--- config.mk ---
export PLATFORM = sky130hd
export DESIGN_NAME = muldiv_unit_flat
export DESIGN_NICKNAME = d
export VERILOG_FILES = /design/src/rtl/muldiv_unit_if.sv /design/src/rtl/muldiv_unit.sv /design/src/flat_wrapper.sv
export SDC_FILE = /design/constraint.sdc
export NUM_CORES = 1
export LEC_CHECK = 0
export ABC_CLOCK_PERIOD_IN_PS = 4700
export CAP_MARGIN = 20
export CORE_UTILIZATION = 40
export CTS_CLUSTER_DIAMETER = 60
export DETAILED_ROUTE_END_ITERATION = 8
export PLACE_DENSITY_LB_ADDON = 0.1
export SLEW_MARGIN = 20
export SYNTH_ARGS = -nofsm -noshare
export SYNTH_HDL_FRONTEND = slang
export SYNTH_SLANG_ARGS = --single-unit
--- constraint.sdc ---
create_clock -name clk -period 4.7 [get_ports clk]
set_clock_uncertainty 0.1 [all_clocks]
set_input_delay 0.94 -clock clk [delete_from_list [all_inputs] [get_ports clk]]
set_output_delay 0.94 -clock clk [all_outputs]
set_load 0.02 [all_outputs]
--- src/rtl/muldiv_unit_if.sv ---
// Handshake and result bundle between the EX-stage control and the
// iterative multiply/divide unit.
interface muldiv_unit_if;
  logic        start;
  logic [1:0]  op;
  logic [31:0] src_a;
  logic [31:0] src_b;
  logic        mthi;
  logic        mtlo;
  logic [31:0] wdata;
  logic [31:0] hi;
  logic [31:0] lo;
  logic        busy;
  logic        done;

  modport master (
    output start, op, src_a, src_b, mthi, mtlo, wdata,
    input  hi, lo, busy, done
  );

  modport slave (
    input  start, op, src_a, src_b, mthi, mtlo, wdata,
    output hi, lo, busy, done
  );
endinterface

--- src/rtl/muldiv_unit.sv ---
// Iterative MULT/MULTU/DIV/DIVU unit holding the architectural HI/LO registers.
// Fixed 34-cycle sequence: accept, 32 iterations, sign fixup/writeback.
module muldiv_unit (
  input  logic         clk,
  input  logic         rst_n,
  muldiv_unit_if.slave bus
);

  typedef enum logic [1:0] {IDLE, CALC, FIX} state_t;

  state_t      state, state_nx;
  logic [4:0]  cnt;
  logic [1:0]  op_q;
  logic        neg_q, neg_r, div0;
  logic [31:0] opa, opb;
  logic [63:0] acc;
  logic [31:0] hi_q, lo_q;
  logic        done_q;

  logic        is_div, launch_signed;
  logic [32:0] mul_sum;
  logic [32:0] div_shift;
  logic [33:0] div_trial;
  logic [63:0] prod;
  logic [31:0] quo, rem;

  assign is_div        = op_q[1];
  assign launch_signed = ~bus.op[0];

  assign bus.hi   = hi_q;
  assign bus.lo   = lo_q;
  assign bus.busy = (state != IDLE);
  assign bus.done = done_q;

  always_ff @(posedge clk) begin
    if (!rst_n) state <= IDLE;
    else        state <= state_nx;
  end

  always_comb begin
    state_nx = state;
    case (state)
      IDLE:    if (bus.start) state_nx = CALC;
      CALC:    if (cnt == 5'd31) state_nx = FIX;
      FIX:     state_nx = IDLE;
      default: state_nx = IDLE;
    endcase
  end

  // Multiply keeps the product in acc (upper half accumulates, shifts right);
  // divide reuses acc[32:0] as the partial remainder and opa as dividend/quotient.
  always_comb begin
    mul_sum   = {1'b0, acc[63:32]} + {1'b0, (opb[0] ? opa : 32'd0)};
    div_shift = {acc[31:0], opa[31]};
    div_trial = {1'b0, div_shift} - {2'b00, opb};
    prod      = neg_q ? -acc : acc;
    quo       = (neg_q && !div0) ? -opa : opa;
    rem       = (neg_r && !div0) ? -acc[31:0] : acc[31:0];
  end

  always_ff @(posedge clk) begin
    if (!rst_n) begin
      hi_q   <= '0;
      lo_q   <= '0;
      done_q <= 1'b0;
      cnt    <= '0;
      op_q   <= '0;
      neg_q  <= 1'b0;
      neg_r  <= 1'b0;
      div0   <= 1'b0;
      opa    <= '0;
      opb    <= '0;
      acc    <= '0;
    end else begin
      done_q <= 1'b0;
      case (state)
        IDLE: begin
          if (bus.start) begin
            op_q  <= bus.op;
            opa   <= (launch_signed && bus.src_a[31]) ? -bus.src_a : bus.src_a;
            opb   <= (launch_signed && bus.src_b[31]) ? -bus.src_b : bus.src_b;
            neg_q <= launch_signed && (bus.src_a[31] ^ bus.src_b[31]);
            neg_r <= launch_signed && bus.src_a[31];
            div0  <= (bus.src_b == 32'd0);
            acc   <= '0;
            cnt   <= '0;
          end else begin
            if (bus.mthi) hi_q <= bus.wdata;
            if (bus.mtlo) lo_q <= bus.wdata;
          end
        end
        CALC: begin
          cnt <= cnt + 5'd1;
          if (is_div) begin
            if (!div_trial[33]) begin
              acc <= {31'd0, div_trial[32:0]};
              opa <= {opa[30:0], 1'b1};
            end else begin
              acc <= {31'd0, div_shift};
              opa <= {opa[30:0], 1'b0};
            end
          end else begin
            acc <= {mul_sum, acc[31:1]};
            opb <= {1'b0, opb[31:1]};
          end
        end
        FIX: begin
          if (is_div) begin
            hi_q <= rem;
            lo_q <= quo;
          end else begin
            hi_q <= prod[63:32];
            lo_q <= prod[31:0];
          end
          done_q <= 1'b1;
        end
        default: ;
      endcase
    end
  end

endmodule

--- src/flat_wrapper.sv ---
// flat-port wrapper written by rule: the top's interface ports become plain ports
module muldiv_unit_flat 
  (clk, rst_n, bus_start, bus_op, bus_src_a, bus_src_b, bus_mthi, bus_mtlo, bus_wdata, bus_hi, bus_lo, bus_busy, bus_done);
  muldiv_unit_if bus_i ();
  input  logic clk;
  input  logic rst_n;
  input wire logic [$bits(bus_i.start)-1:0] bus_start;
  input wire logic [$bits(bus_i.op)-1:0] bus_op;
  input wire logic [$bits(bus_i.src_a)-1:0] bus_src_a;
  input wire logic [$bits(bus_i.src_b)-1:0] bus_src_b;
  input wire logic [$bits(bus_i.mthi)-1:0] bus_mthi;
  input wire logic [$bits(bus_i.mtlo)-1:0] bus_mtlo;
  input wire logic [$bits(bus_i.wdata)-1:0] bus_wdata;
  output wire logic [$bits(bus_i.hi)-1:0] bus_hi;
  output wire logic [$bits(bus_i.lo)-1:0] bus_lo;
  output wire logic [$bits(bus_i.busy)-1:0] bus_busy;
  output wire logic [$bits(bus_i.done)-1:0] bus_done;
  assign bus_i.start = bus_start;
  assign bus_i.op = bus_op;
  assign bus_i.src_a = bus_src_a;
  assign bus_i.src_b = bus_src_b;
  assign bus_i.mthi = bus_mthi;
  assign bus_i.mtlo = bus_mtlo;
  assign bus_i.wdata = bus_wdata;
  assign bus_hi = bus_i.hi;
  assign bus_lo = bus_i.lo;
  assign bus_busy = bus_i.busy;
  assign bus_done = bus_i.done;
  muldiv_unit u_core (.clk(clk), .rst_n(rst_n), .bus(bus_i));
endmodule
==> impl_metrics.tcl <==
set metrics [dict create \
    status "finished, violations left" \
    violations "design-rule violations" \
    cts_tree "done" \
    cts-root-buf "clkbuf_16" \
    maxCapViolations 0 \
    max_clock_freq_mhz 253 \
    critPathTopFamily "compound AO/OA/AOI/OAI gates" \
    crit_type "flip-flop to flip-flop" \
    cts_hold_buf 0 \
    synthDistinctLibCells 68 \
    final_common_cell "nand2_1" \
    cts_resized 0 \
    synthTopCellsByArea "dfxtp_1 (24%), a21oi_1 (6.3%), xor2_1 (5.9%), xnor2_1 (5.6%), o21ai_0 (5.5%)" \
    timing_hold_violations_final 0 \
    multiInputGateArea_um2 11700 \
    die_h_um 206 \
    ys_ff_latch 204 \
    avgSynthCellArea_um2 7.36 \
    vias_per_cell 5.94 \
    cp_max_fo 32 \
    setup_slack_ns 0.745 \
    grt-ovfl-total 0 \
    ios 169 \
    hpwl_um 47000 \
    setup_viol 0 \
    ant_nets 0 \
    synth_top_area_share_pct 24.5 \
    hold-path-cell-count 1 \
    gp_congestion 0.979 \
    vdd_drop_max_v 0.000251 \
    crit_path_frequent_cell "o21ai_0" \
    cp_num_buf_inv 2 \
    dr.pass1.iters 7 \
    clk_latency_ns 0.56 \
    area_growth_pct 18.5 \
    die_x_um 206 \
    initial_core_util_pct 40.7 \
    period_needed_ns 3.96 \
    layout.nets 2513 \
    htreeDepth 1 \
    vias 17200 \
    slowest_stage "a221oi_1" \
    grt_pass1_vias 15700 \
    cts.path.max_buffers 3 \
    min_path_type "flip-flop to flip-flop" \
    tightest_slew_ns 1.03 \
    std_cell_rows 74 \
    die_area_um2 42500 \
    rr_endpoint "u_core.acc[57]" \
    synth-seq-area-share_pct 24.5 \
    rrSetupSlack_ns 0.74 \
    path_cells "buf_4, and2_1, ha_1, o21ai_0, a21oi_1, nor3_1, o21ai_0, buf_4, a221oi_1, o21ai_0, a211o_1, a32o_1" \
    fin_cells 2891 \
    syn_nets 2444 \
    grt_use_total_pct 28.2 \
    required_ns 5.06 \
    timing.final.crit_share_pct 84.2 \
    p_leak_nw 7.70 \
    synth-main-ff-cell "dfxtp_1" \
    hold_path_end "u_core.cnt[3]" \
    r2r_start "u_core.opb[0]" \
    synth_top_cell_by_area "dfxtp_1" \
    grt_antenna_before_repair 0 \
    worst_ep_arrival_time_ns 4.31 \
    totalWireLength_um 61200 \
    finalMaxSlewViolations 0 \
    nFillCells 4107 \
    drive_above_1_share_pct 5.68 \
    synth_cells 2268 \
    cts_setup_buffers 0 \
    drt_iter0_drc 1388 \
    start_kind "flip-flop" \
    grt_pass1_wl_um 93200 \
    diodes 0 \
    path_clk_slew_ns 0.06 \
    fin_setup_tns_ns 0 \
    avgRoutedWirePerCell_um 21.2 \
    cts_buffers 29 \
    pre_cts_ws_ns 0.354 \
    reg2regPathDepth 12 \
    portBuffers 168 \
    cts.sinks 204 \
    crit_path_end_kind "flip-flop" \
    synth_area_um2 16700 \
    seqCellArea_um2 4090 \
    synth_edf_count 0 \
    yosysWarningCount 0 \
    cpPeakStageDelay_ns 0.76 \
    final_cell_mix "nand2_1 (221), a21oi_1 (208), dfxtp_1 (202)" \
    ys_async_sr_fraction_pct 0 \
    drc 44 \
    critical_path_depth 12 \
    grt_max_degree 81 \
    worstHoldStart "u_core.cnt[3]" \
    cellPowerDensity_nw_per_um2 300 \
    numPlacedInstances 2837 \
    relSlewSlack_pct 31.3 \
    rsz0062_at_grt "false" \
    coreArea_um2 41000 \
]
layout make-up:
cell class	count	share of cell area (%)
Tap cell	532	3.37
Clock inverter	12	0.690
Multi-Input combinational cell	1811	59.1
Sequential cell	204	20.7
Timing Repair Buffer	222	10.6
Clock buffer	41	4.25
Inverter	69	1.31
registers in the layout, indices dropped and copies added, names as in the netlist:
signal	cells
u_core.acc	64
u_core.bus.hi	32
u_core.bus.lo	32
u_core.opa	32
u_core.opb	32
u_core.cnt	5
u_core.state	2
u_core.bus.done	1
u_core.div0	1
u_core.neg_q	1
u_core.neg_r	1
u_core.op_q	1
where the power goes:
part	total, mW	switching [mW]	internal (mW)
combinational	1.71	1.03	0.678
clock	2.23	0.873	1.36
sequential	1.98	0.148	1.84
total	5.92	2.05	3.87
kinds of logic (layout without fill, tap and decap cells):
logic type	Yosys count	in the layout	synth area share (%)
AO/OA/AOI/OAI	786	786	30.5
XOR/XNOR	218	218	11.4
adder cells (fa/ha/maj)	73	73	5.56
buffers and inverters	253	344	5.87
flip-flops	204	204	24.5
multiplexers	16	16	0.960
AND/OR/NAND/NOR	718	718	21.2
worst max-delay path by stage:
| stage | from | to | slack [ns] |
|---|---|---|---|
| 2_1_floorplan | bus_src_a[8] | u_core.opa[29] | 1.03 |
| 3_3_place_gp | bus_src_a[8] | u_core.opa[29] | 0.38 |
| 3_5_place_dp | bus_src_a[8] | u_core.opa[29] | 0.35 |
| 4_1_cts | u_core.opb[0] | u_core.acc[57] | 0.89 |
| 5_1_grt | u_core.opb[0] | u_core.acc[59] | 0.65 |
| 6_report | u_core.opb[0] | u_core.acc[57] | 0.74 |
Yosys cell counts, drive strengths merged (27+ instances only):
| library cell | count |
|---|---|
| nand2 | 221 |
| a21oi | 209 |
| dfxtp | 204 |
| o21ai | 184 |
| clkbuf | 160 |
| nor2 | 146 |
| xor2 | 112 |
| xnor2 | 106 |
| ha | 71 |
| inv | 68 |
| nor2b | 65 |
| nand3 | 62 |
| a211oi | 56 |
| o31ai | 49 |
| o211ai | 44 |
| a21o | 40 |
| and2 | 40 |
| nor3 | 32 |
| or3 | 27 |
stage by stage:
step	power, mW	hold slack (ns)	cell area [um2]	utilization [%]
after floorplan	3.09	0.315	16700	-
after global placement	3.68	0.329	18800	45.7
after detailed placement	3.70	0.339	18800	45.7
after CTS	5.94	0.351	19700	48.1
after global routing	6.20	0.383	19800	48.2
final	5.92	0.359	19800	48.2
layer usage:
layer | track usage, % | part of all wire [%]
met1 | 40.2 | 47
met2 | 42.8 | 42
met3 | 2.49 | 6.0
met4 | 12.3 | 4.3
met5 | 0 | 0
worst reg2reg max path: cells and delay by family (launching register included):
family,cells,cell delay (ns)
buffers and inverters,2,0.51
AO/OA/AOI/OAI,7,2.13
adder cells (fa/ha/maj),1,0.27
flip-flops,1,0.43
AND/OR/NAND/NOR,2,0.43
(Power assumes the default switching activity.)
